===== config.mk =====
export PLATFORM = sky130hd
export DESIGN_NAME = rsr_tx_sequencer
export DESIGN_NICKNAME = d
export VERILOG_FILES = /design/src/rtl/rsr_tx_sequencer.sv
export SDC_FILE = /design/constraint.sdc
export NUM_CORES = 1
export LEC_CHECK = 0
export ABC_AREA = 1
export BUFFER_PORTS_ARGS = -buffer_cell sky130_fd_sc_hd__buf_2
export CORE_MARGIN = 5
export CORE_UTILIZATION = 51
export CTS_BUF_LIST = sky130_fd_sc_hd__clkbuf_16
export CTS_CLUSTER_SIZE = 12
export DETAILED_ROUTE_END_ITERATION = 6
export PLACE_DENSITY_LB_ADDON = 0.3
export SLEW_MARGIN = 20
export SYNTH_ARGS = -nofsm -noshare
export SYNTH_HDL_FRONTEND = slang
export SYNTH_SLANG_ARGS = --single-unit

===== constraint.sdc =====
create_clock -name CLK -period 1.9 [get_ports CLK]
set_input_delay 0.19 -clock CLK [delete_from_list [all_inputs] [get_ports CLK]]
set_output_delay 0.19 -clock CLK [all_outputs]
set_load 0.005 [all_outputs]

===== src/rtl/rsr_tx_sequencer.sv =====
// rsr_tx_sequencer
//   Sequences an external parallel-load right-shift register so that words
//   handed over a valid/ready handshake leave it LSB-first on its SO pin.
//   A one-entry holding buffer decouples the producer from the frame timing.
//   Each frame is BITS shift cycles long, followed by GAP idle cycles.
//
// Ports
//   CLK          clock, all state changes on the rising edge
//   RST          asynchronous active-low reset
//   in_data      word to serialize
//   in_valid     producer offers in_data
//   in_ready     holding buffer empty; word taken on in_valid && in_ready
//   abort        end the frame currently on SO (ignored outside SHIFT)
//   rsr_data     holding-buffer contents, wired to the register's data input
//   rsr_load     wired to the register's Load input
//   rsr_in       wired to the register's serial-in input; constant FILL
//   ser_valid    SO carries a frame bit in this cycle
//   ser_first    SO carries bit 0 of the frame
//   ser_last     SO carries bit BITS-1 of the frame
//   busy         a frame or gap is in progress, or a word is buffered
//   frame_count  completed, non-aborted frames (wraps at 2^16)

module rsr_tx_sequencer #(
  parameter int   BITS = 8,
  parameter int   GAP  = 2,
  parameter logic FILL = 1'b1
) (
  input  logic            CLK,
  input  logic            RST,
  input  logic [BITS-1:0] in_data,
  input  logic            in_valid,
  output logic            in_ready,
  input  logic            abort,
  output logic [BITS-1:0] rsr_data,
  output logic            rsr_load,
  output logic            rsr_in,
  output logic            ser_valid,
  output logic            ser_first,
  output logic            ser_last,
  output logic            busy,
  output logic [15:0]     frame_count
);

  localparam int CW = (BITS > 1) ? $clog2(BITS) : 1;
  localparam int GW = (GAP > 1) ? $clog2(GAP) : 1;
  localparam logic [CW-1:0] BIT_LAST = CW'(BITS - 1);
  // GAP state is unreachable when GAP == 0; the clamp only keeps the constant legal.
  localparam logic [GW-1:0] GAP_LAST = GW'((GAP > 0) ? GAP - 1 : 0);

  typedef enum logic [1:0] {
    S_IDLE,
    S_SHIFT,
    S_GAP
  } state_t;

  state_t          state;
  logic [CW-1:0]   bit_cnt;
  logic [GW-1:0]   gap_cnt;
  logic            buf_full;
  logic [BITS-1:0] buf_data;
  logic            accept;
  logic            last_bit;
  logic            load;

  assign accept   = in_valid && !buf_full;
  assign last_bit = (bit_cnt == BIT_LAST);

  // The register samples Load at the end of the cycle, so the load decision
  // must see abort in the same cycle: a frame aborted on its last bit must
  // not chain straight into the buffered word.
  always_comb begin
    // NOTE: default assignment first so no path through the case leaves load unassigned (no latch).
    load = 1'b0;
    unique case (state)
      S_IDLE:  load = buf_full;
      S_SHIFT: load = (GAP == 0) && last_bit && !abort && buf_full;
      S_GAP:   load = (gap_cnt == GAP_LAST) && buf_full;
      default: load = 1'b0;
    endcase
  end

  // NOTE: all state uses non-blocking assignments so every register sees pre-edge values.
  always_ff @(posedge CLK or negedge RST) begin
    if (!RST) begin
      state       <= S_IDLE;
      bit_cnt     <= '0;
      gap_cnt     <= '0;
      buf_full    <= 1'b0;
      buf_data    <= '0;
      frame_count <= '0;
    end else begin
      // Accept and load are mutually exclusive: accept needs the buffer
      // empty, load needs it full.
      if (accept) begin
        buf_full <= 1'b1;
        buf_data <= in_data;
      end else if (load) begin
        buf_full <= 1'b0;
      end

      unique case (state)
        S_IDLE: begin
          if (load) begin
            state   <= S_SHIFT;
            bit_cnt <= '0;
          end
        end

        S_SHIFT: begin
          bit_cnt <= bit_cnt + 1'b1;
          if (abort) begin
            state   <= (GAP > 0) ? S_GAP : S_IDLE;
            bit_cnt <= '0;
            gap_cnt <= '0;
          end else if (last_bit) begin
            frame_count <= frame_count + 16'd1;
            bit_cnt     <= '0;
            gap_cnt     <= '0;
            if (GAP > 0) begin
              state <= S_GAP;
            end else if (load) begin
              state <= S_SHIFT;
            end else begin
              state <= S_IDLE;
            end
          end
        end

        S_GAP: begin
          gap_cnt <= gap_cnt + 1'b1;
          if (gap_cnt == GAP_LAST) begin
            state   <= load ? S_SHIFT : S_IDLE;
            bit_cnt <= '0;
          end
        end

        default: state <= S_IDLE;
      endcase
    end
  end

  // Every output below decodes registers only, except rsr_load (see above).
  assign in_ready  = !buf_full;
  assign rsr_data  = buf_data;
  assign rsr_load  = load;
  assign rsr_in    = FILL;
  assign ser_valid = (state == S_SHIFT);
  assign ser_first = (state == S_SHIFT) && (bit_cnt == '0);
  assign ser_last  = (state == S_SHIFT) && last_bit;
  assign busy      = (state != S_IDLE) || buf_full;

endmodule


==> summary.md, run 1 <==
| Metric | Value |
|---|---|
| Synthesized area | 1570 sq um |
| Largest net degree at the start of global routing | 32 |
| Clock power share | 32.0% |
| Outcome | completed |
| Logic pwr share | 30.0% |
| Vias per cell | 5.05 |
| Reg2reg start | state[1] |
| Initial antenna violation count | 0 |
| Dpl cells | 243 |
| # nets final | 239 |
| Worst min path class | primary input to flop |
| Net Count, Synth | 191 |
| Initial core utilization | 52.3% |
| Fmax | 0.612 GHz |
| First-pass GRT wire length | 5.49 mm |
| Post-synthesis sequential area ratio | 49.4% |
| CTS tree | yes |
| Yosys reg bits | 31 |
| Synthesized area per cell | 9.23 sq um |
| Hpwl dp | 2.37 mm |
| Vias in the first global route | 1224 |
| CP Launch Type | flop |
| Final hold vios | 0 |
| # rows | 20 |
| Post-CTS Setup Bufs | 0 |
| Worst Setup Path Type | flop to flop |
| Sw Share | 31.4% |
| Worst-Skew Late Latency | 0.28 ns |
| TNS Setup | 0 ns |
| CP most frequent cell | nand2_1 |
| Non-Filler Instances | 252 |
| DRC | 0 |
| Maximum vdd drop | 726 uV |
| Ports | 43 |
| CP Cell Sequence | inv_1, ha_1, nand2_2, nor2_4, nand2_1, nor2_2, nand3_1, nand2_1, nand2_1 |
| CTS clk-pin slew, worst paths | 0.05 ns |
| Part of the power in registers | 38.0% |
| CTS HTree Levels | 2 |
| Slowest library cell on the worst path | dfrtp_1 |
| Max-Cap Viols | 0 |
| Tcrit/Tclk final | 86.1% |
| Layout area overhead | 24.8% |
| Int Power | 1.61 mW |
| NetSw | 0.737 mW |
| Vias | 1273 |
| Post_cts resized | 0 |
| Max stage delay on crit path | 0.39 ns |
| Gate Count Post-Synth | 170 |
| Leakage | 1.03 nW |
| CTS buffer count | 5 |
| Slew @ Worst Pin | 0.672 ns |
| Antenna Cells | 0 |
| Yosys cell types | 22 |
| Final setup viols | 0 |
| Core area | 3000 sq um |
| Hold Crit Start | in_data[1] |
| DR iter-0 viols | 44 |
| WL per Instance | 12.4 microns |
| Crit-path max FO | 8 |
| Final Wtd Congestion | 0.878 |
| RSZ-0062 raised after global routing | false |
| CP startpoint | state[1] |
| Total track usage | 17.4% |
| Fraction of layout cells with a size suffix above 1 | 28.8% |
| Max Clock Skew | 0.00332 ns |
| Drt total wl | 3.12 mm |
| Port buffer count | 41 |
| Pwr Density | 1200 nW/um^2 |
| Worst Path Arrival | 1.80 ns |
| Clock Path Buffers | 2 |
| Pre-Repair DR Iteration Count | 4 |
| Die area | 4290 sq um |
| Worst path required time | 2.07 ns |
| CP endpoint kind | flop |
| Final antenna-violating net count | 0 |
| Grt ovf | 0 |
| Height of the die | 65.5 microns |
| Final min period | 1.64 ns |
| CTS root buffer | clkbuf_16 |
| Relative slew margins | 55.2% |
| Pins Over Slew Limit | 0 |
| Die width | 65.5 microns |
| Synthesis Warnings | 0 |
| Clock Sink Count | 31 |
-- metal layers --
metal / global-route usage, % / part of all wire (%) / vias up
met5: 0 / 0 / -
met4: 11.7 / 2.1 / 0
met3: 3.93 / 6.7 / 8
met2: 26.7 / 47 / 48
met1: 21.7 / 45 / 580
li1: - / - / 637
-- registers in the layout, summed over array words and instances (netlist names) --
signal       count
rsr_data         8
buf_full         1
state            2
gap_cnt          1
frame_count     16
bit_cnt          3
-- final timing paths --
| path | endpoint | slack (ns) | cells past startpoint |
|---|---|---|---|
| worst max-delay path | frame_count[13] | 0.26 | 9 |
| worst min-delay path | rsr_data[1] | 0.14 | 2 |
| worst max register to register | frame_count[13] | 0.26 | 9 |
| worst min register to register | frame_count[15] | 0.50 | 2 |
| max in group asynchronous | frame_count[15] | 0.98 | 2 |
| min in group asynchronous | state[1] | 0.49 | 2 |
-- cell usage after synthesis --
cell      instances  area share [%]
inv_1            18             4.3
nand4_1           6             2.4
and2_1            1            0.40
nand3_1           8             2.6
nor3_1            1            0.32
nor2_1           18             4.3
buf_4             1            0.48
ha_1              9             7.2
a21o_1            1            0.48
dfrtp_1          31              49
a31oi_1           1            0.40
nand3b_1          1            0.48
xnor2_1           7             3.9
nor2_2            2            0.80
conb_1            1            0.24
nand2_2           2            0.80
a21oi_1           4             1.3
mux2_2            8             5.7
o21ai_0           4             1.3
nor2_4            2             1.4
xor2_1            4             2.2
nand2_1          40             9.6
-- metrics by stage --
| stage | util (%) | worst slack, ns | total power [mW] | instance area, sq um | hold WS (ns) |
|---|---|---|---|---|---|
| global route | 65.2 | 0.114 | 2.54 | 1960 | 0.132 |
| floorplan | - | 0.404 | 1.33 | 1570 | -0.106 |
| finish | 65.2 | 0.265 | 2.35 | 1960 | 0.141 |
| CTS | 65.2 | 0.263 | 2.38 | 1960 | 0.135 |
| detailed placement | 60.2 | 0.280 | 1.61 | 1810 | 0.269 |
| global placement | 60.2 | 0.344 | 1.57 | 1810 | 0.267 |
-- cell usage in the layout (no fill, tap or decap), types with 5 or more instances in the layout --
master and instances:
xnor2_1 7, clkbuf_16 5, nand4_1 6, mux2_2 8, buf_2 41, dfrtp_1 31
nand3_1 8, inv_1 18, nand2_1 40, nor2_1 18, ha_1 9
-- cell type report --
| type | instances | area, sq um |
|---|---|---|
| Clock buffer | 5 | 125 |
| Clock inverter | 3 | 15.0 |
| Fill cell | 254 | 1040 |
| Inverter | 18 | 67.6 |
| Multi-Input combinational cell | 120 | 718 |
| Sequential cell | 31 | 776 |
| Tap cell | 33 | 41.3 |
| Timing Repair Buffer | 42 | 215 |
-- critical path: cells and delay by family, from the launching register on --
family                     cells  cell delay (ns)
buffers and inverters          1             0.12
and+or+nand+nor                7             0.76
adders and majority gates      1             0.25
DFF                            1             0.39
-- repair_timing --
item,CTS,global route
hold buffers,1,0
endpoints found under the hold margin,31,0
endpoints found under the setup margin,0,0
-- power by group through the flow --
stage / Clock, mW / Combinational, mW / Sequential, mW
detailed placement: 0 / 0.707 / 0.899
CTS: 0.770 / 0.715 / 0.894
floorplan: 0 / 0.432 / 0.899
global placement: 0 / 0.679 / 0.895
finish: 0.751 / 0.704 / 0.892
global route: 0.817 / 0.813 / 0.913
-- logic make-up (layout without fill, tap and decap cells) --
logic type,after synthesis,in the layout,synth area share (%)
AO/OA/AOI/OAI,10,10,3.43
other,1,1,0.239
XOR/XNOR,11,11,6.14
multiplexers,8,8,5.74
adder cells (fa/ha/maj),9,9,7.18
buffers and inverters,19,68,4.78
flip-flops,31,31,49.4
AND/OR/NAND/NOR,81,81,23.0
Note: power is estimated with default switching activity, not from simulation.
==> run 2: changes to the inputs <==
==> constraint.sdc (replaced) <==
create_clock -name CLK -period 1.9 [get_ports CLK]
set_input_delay 0 -clock CLK [delete_from_list [all_inputs] [get_ports CLK]]
set_output_delay 0 -clock CLK [all_outputs]
set_load 0.005 [all_outputs]
==> summary.md, run 2 (synthesized netlist as in run 1, its figures left out) <==
| Metric | Value |
|---|---|
| Outcome | completed (unchanged) |
| CP most frequent cell | nand2_1 (unchanged) |
| Port buffer count | 41 (unchanged) |
| DRC | 0 (unchanged) |
| CTS HTree Levels | 2 (unchanged) |
| Slowest library cell on the worst path | dfrtp_1 (unchanged) |
| Dpl cells | 243 (unchanged) |
| Pins Over Slew Limit | 0 (unchanged) |
| Dpl ws | 0.280 ns (unchanged) |
| Worst hold slack | 0.0408 ns (was 0.141 ns) |
| Die width | 65.5 microns (unchanged) |
| Largest net degree at the start of global routing | 32 (unchanged) |
| Relative slew margins | 55.7% (was 55.2%) |
| Core area | 3000 sq um (unchanged) |
| Slew @ Worst Pin | 0.664 ns (was 0.672 ns) |
| Fmax | 0.610 GHz (was 0.612 GHz) |
| Worst path required time | 2.07 ns (about the same) |
| Reg with most FFs | frame_count (unchanged) |
| Clock Path Buffers | 2 (unchanged) |
| Leakage | 1.06 nW (was 1.03 nW) |
| Vias | 1302 (was 1273) |
| Layout Utilization | 67.9% (was 65.2%) |
| WL per Instance | 12.6 microns (was 12.4 microns) |
| Antenna Cells | 0 (unchanged) |
| Fraction of layout cells with a size suffix above 1 | 27.8% (was 28.8%) |
| PnR Total Power | 2.37 mW (was 2.35 mW) |
| # rows | 20 (unchanged) |
| Total track usage | 18.1% (was 17.4%) |
| CP Launch Type | flop (unchanged) |
| Post-CTS Setup Bufs | 0 (unchanged) |
| Fillers | 243 (was 254) |
| Initial core utilization | 52.3% (unchanged) |
| Drt total wl | 3.29 mm (was 3.12 mm) |
| TNS Setup | 0 ns (unchanged) |
| CTS tree | yes (unchanged) |
| Initial antenna violation count | 0 (unchanged) |
| Clock Sink Count | 31 (unchanged) |
| Pwr Density | 1160 nW/um^2 (was 1200 nW/um^2) |
| Max FFs per register | 16 (unchanged) |
| RSZ-0062 raised after global routing | false (unchanged) |
| Die area | 4290 sq um (unchanged) |
| Commonest non-fill, non-tap cell in the layout | buf_2 (unchanged) |
| CTS clk-pin slew, worst paths | 0.05 ns (about the same) |
| CTS root buffer | clkbuf_16 (unchanged) |
| Ports | 43 (unchanged) |
| Hold_buf cts | 9 (was 1) |
| Final setup viols | 0 (unchanged) |
| Layout area overhead | 29.9% (was 24.8%) |
| Post_cts resized | 0 (unchanged) |
| Max stage delay on crit path | 0.39 ns (about the same) |
| CP endpoint kind | flop (unchanged) |
| Max-Cap Viols | 0 (unchanged) |
| Tcrit/Tclk final | 86.3% (was 86.1%) |
| Pre-Repair DR Iteration Count | 4 (unchanged) |
| Crit-path max FO | 8 (unchanged) |
| Non-Filler Instances | 260 (was 252) |
| CTS buffer count | 5 (unchanged) |
| Final worst setup slack | 0.261 ns (was 0.265 ns) |
| Worst min path class | primary input to flop (unchanged) |
| Maximum vdd drop | 733 uV (was 726 uV) |
| Final min period | 1.64 ns (about the same) |
| Final hold vios | 0 (unchanged) |
| Height of the die | 65.5 microns (unchanged) |
| # nets final | 247 (was 239) |
| Max Clock Skew | 0.00436 ns (was 0.00332 ns) |
| DR iter-0 viols | 51 (was 44) |
| Final Wtd Congestion | 0.878 (unchanged) |
| Vias in the first global route | 1264 (was 1224) |
| Worst Setup Path Type | flop to flop (unchanged) |
| DP Area | 1810 sq um (unchanged) |
| Final antenna-violating net count | 0 (unchanged) |
| First-pass GRT wire length | 5.69 mm (was 5.49 mm) |
| Worst Path Arrival | 1.81 ns (was 1.80 ns) |
| Most frequent cells in the layout | 41 x buf_2, 40 x nand2_1, 31 x dfrtp_1, 18 x inv_1, 18 x nor2_1 (unchanged) |
| Grt ovf | 0 (unchanged) |
| Design Area, Final | 2040 sq um (was 1960 sq um) |
| Worst-Skew Late Latency | 0.28 ns (about the same) |
| CP Cell Sequence | inv_1, ha_1, nand2_2, nor2_4, nand2_1, nor2_2, nand3_1, nand2_1, nand2_1 (unchanged) |
| Hpwl dp | 2.37 mm (unchanged) |
| Vias per cell | 5.01 (was 5.05) |
## run 2: changes by cell type in the layout (fill, tap and decap cells not counted)
cell | before | now
dlygate4sd3_1 | 1 | 9
## run 2: report_power, final
group          switching (mW)  internal [mW]  leakage, nW  total, mW
Sequential             0.0815          0.808        0.396      0.890
Combinational           0.385          0.335        0.592      0.721
Clock                   0.278          0.476       0.0733      0.755
## run 2: layer usage
metal,vias up,GRT usage [%],wire (microns)
met5,-,0,0
met4,0,11.7,67
met3,8,4.27,213
met2,46,29.2,1600
met1,594,21.5,1400
li1,654,-,-
## run 2: critical path: cells and delay by family (launching register included)
kind | cells | cell delay [ns]
simple gates | 7 | 0.76
flops | 1 | 0.39
fa+ha+maj | 1 | 0.25
buf+inv | 1 | 0.12
## run 2: path summary, 6_finish.rpt
path                                  from               to  slack, ns  cells past startpoint
min in group asynchronous              RST       bit_cnt[2]       0.29                      2
max                               state[1]  frame_count[13]       0.26                      9
max in group asynchronous              RST  frame_count[15]       1.18                      2
max reg2reg                       state[1]  frame_count[13]       0.26                      9
min reg2reg                frame_count[15]  frame_count[15]       0.50                      2
min                                  abort   frame_count[1]       0.04                      4
## run 2: layout make-up
| class | instances | area, sq um | area share (%) |
|---|---|---|---|
| Clock inverter | 3 | 15.0 | 0.737 |
| Clock buffer | 5 | 125 | 6.14 |
| Inverter | 18 | 67.6 | 3.31 |
| Timing Repair Buffer | 50 | 295 | 14.5 |
| Sequential cell | 31 | 776 | 38.1 |
| Multi-Input combinational cell | 120 | 718 | 35.2 |
| Tap cell | 33 | 41.3 | 2.03 |
==> run 3: changes to the inputs <==
--- a/config.mk
+++ b/config.mk
@@ -12,7 +12,7 @@
 export CTS_BUF_LIST = sky130_fd_sc_hd__clkbuf_16
 export CTS_CLUSTER_SIZE = 12
 export DETAILED_ROUTE_END_ITERATION = 6
-export PLACE_DENSITY_LB_ADDON = 0.3
+export PLACE_DENSITY = 0.78
 export SLEW_MARGIN = 20
 export SYNTH_ARGS = -nofsm -noshare
 export SYNTH_HDL_FRONTEND = slang
==> summary.md, run 3 (synthesized netlist as in run 1, its figures left out) <==
| Metric | Value |
|---|---|
| Post-CTS Setup Bufs | 0 (unchanged) |
| Worst hold slack | 0.0499 ns (was 0.0408 ns) |
| Reg with most FFs | frame_count (unchanged) |
| Fillers | 251 (was 243) |
| Max Clock Skew | 0.00331 ns (was 0.00436 ns) |
| Layout area overhead | 29.9% (unchanged) |
| Clock Path Buffers | 2 (unchanged) |
| Hold_buf cts | 9 (unchanged) |
| Initial core utilization | 52.3% (unchanged) |
| Die width | 65.5 microns (unchanged) |
| Vias | 1276 (was 1302) |
| CTS buffer count | 5 (unchanged) |
| Vias in the first global route | 1304 (was 1264) |
| Antenna Cells | 0 (unchanged) |
| Final hold vios | 0 (unchanged) |
| Vias per cell | 4.91 (was 5.01) |
| CP startpoint | state[1] (unchanged) |
| CTS root buffer | clkbuf_16 (unchanged) |
| Worst Path Arrival | 1.79 ns (was 1.81 ns) |
| Final Wtd Congestion | 0.895 (was 0.878) |
| Dpl ws | 0.275 ns (was 0.280 ns) |
| Outcome | completed (unchanged) |
| Fmax | 0.613 GHz (was 0.610 GHz) |
| TNS Setup | 0 ns (unchanged) |
| First-pass GRT wire length | 5.40 mm (was 5.69 mm) |
| Tcrit/Tclk final | 85.9% (was 86.3%) |
| Hold Crit Start | abort (unchanged) |
| PnR Total Power | 2.33 mW (was 2.37 mW) |
| CP endpoint kind | flop (unchanged) |
| Total track usage | 16.7% (was 18.1%) |
| Max-Cap Viols | 0 (unchanged) |
| CTS HTree Levels | 2 (unchanged) |
| Slew @ Worst Pin | 0.658 ns (was 0.664 ns) |
| Pwr Density | 1140 nW/um^2 (was 1160 nW/um^2) |
| Final min period | 1.63 ns (was 1.64 ns) |
| Maximum vdd drop | 750 uV (was 733 uV) |
| Clock Sink Count | 31 (unchanged) |
| Hpwl dp | 2.24 mm (was 2.37 mm) |
| Final setup viols | 0 (unchanged) |
| Leakage | 1.06 nW (unchanged) |
| Pre-Repair DR Iteration Count | 4 (unchanged) |
| Worst min path class | primary input to flop (unchanged) |
| Core area | 3000 sq um (unchanged) |
| Port buffer count | 41 (unchanged) |
| Fraction of layout cells with a size suffix above 1 | 27.8% (unchanged) |
| DR iter-0 viols | 24 (was 51) |
| Post_cts resized | 0 (unchanged) |
| CTS clk-pin slew, worst paths | 0.05 ns (about the same) |
| RSZ-0062 raised after global routing | false (unchanged) |
| # nets final | 247 (unchanged) |
| # rows | 20 (unchanged) |
| Worst path required time | 2.06 ns (was 2.07 ns) |
| Max FFs per register | 16 (unchanged) |
| CP Launch Type | flop (unchanged) |
| Ports | 43 (unchanged) |
| Commonest non-fill, non-tap cell in the layout | buf_2 (unchanged) |
| CTS tree | yes (unchanged) |
| Grt ovf | 0 (unchanged) |
| Drt total wl | 3.12 mm (was 3.29 mm) |
| Crit-path max FO | 8 (unchanged) |
| Largest net degree at the start of global routing | 32 (unchanged) |
| Final worst setup slack | 0.268 ns (was 0.261 ns) |
| Initial antenna violation count | 0 (unchanged) |
| Worst-Skew Late Latency | 0.27 ns (was 0.28 ns) |
| Die area | 4290 sq um (unchanged) |
| DRC | 0 (unchanged) |
| WL per Instance | 12.0 microns (was 12.6 microns) |
| Relative slew margins | 56.1% (was 55.7%) |
| Reg2reg start | state[1] (unchanged) |
| Worst Setup Path Type | flop to flop (unchanged) |
| Pins Over Slew Limit | 0 (unchanged) |
| Most frequent cells in the layout | 41 x buf_2, 40 x nand2_1, 31 x dfrtp_1, 18 x inv_1, 18 x nor2_1 (unchanged) |
| Final antenna-violating net count | 0 (unchanged) |
| Height of the die | 65.5 microns (unchanged) |
## run 3: cell counts in the layout (fill, tap and decap cells not counted)
Identical to the previous run, type by type.
## run 3: layer usage
metal  vias up  track usage, %  wire length, microns
met2        41            27.9                  1510
met4         0            9.84                    55
met1       580            18.3                  1330
met5         -               0                     0
met3         7            5.64                   224
li1        648               -                     -
## run 3: worst paths after layout
kind,depth (start not counted),end,slack [ns]
min in group asynchronous,2,frame_count[2],0.30
min,4,frame_count[1],0.05
max in group asynchronous,2,frame_count[7],1.18
min reg2reg,2,frame_count[15],0.48
max reg2reg,9,frame_count[13],0.27
max,9,frame_count[13],0.27
## run 3: where the power goes
part	internal (mW)	switching, mW
Sequential	0.809	0.0832
Combinational	0.333	0.369
Clock	0.476	0.263
## run 3: layout make-up
cell class	instances	area [sq um]	share of cell area (%)
clock buffers	5	125	6.14
clock inverters	3	15.0	0.737
inverters	18	67.6	3.31
repair buffers	50	295	14.5
flip-flops and latches	31	776	38.1
well taps	33	41.3	2.03
multi-input cells	120	718	35.2
## run 3: worst max-delay path, stage by stage, from the launching register on
cell and delay (ns):
dfrtp_1 0.39, inv_1 0.12, ha_1 0.25, nand2_2 0.10, nor2_4 0.19, nand2_1 0.13
nor2_2 0.15, nand3_1 0.08, nand2_1 0.06, nand2_1 0.04
## run 3: stage by stage
step / utilization [%] / cells / cell area (sq um)
floorplan: - / 170 / 1570
global placement: 60.2 / 243 / 1810
detailed placement: 60.2 / 243 / 1810
CTS: 67.9 / 260 / 2040
global route: 67.9 / 260 / 2040
finish: 67.9 / 260 / 2040
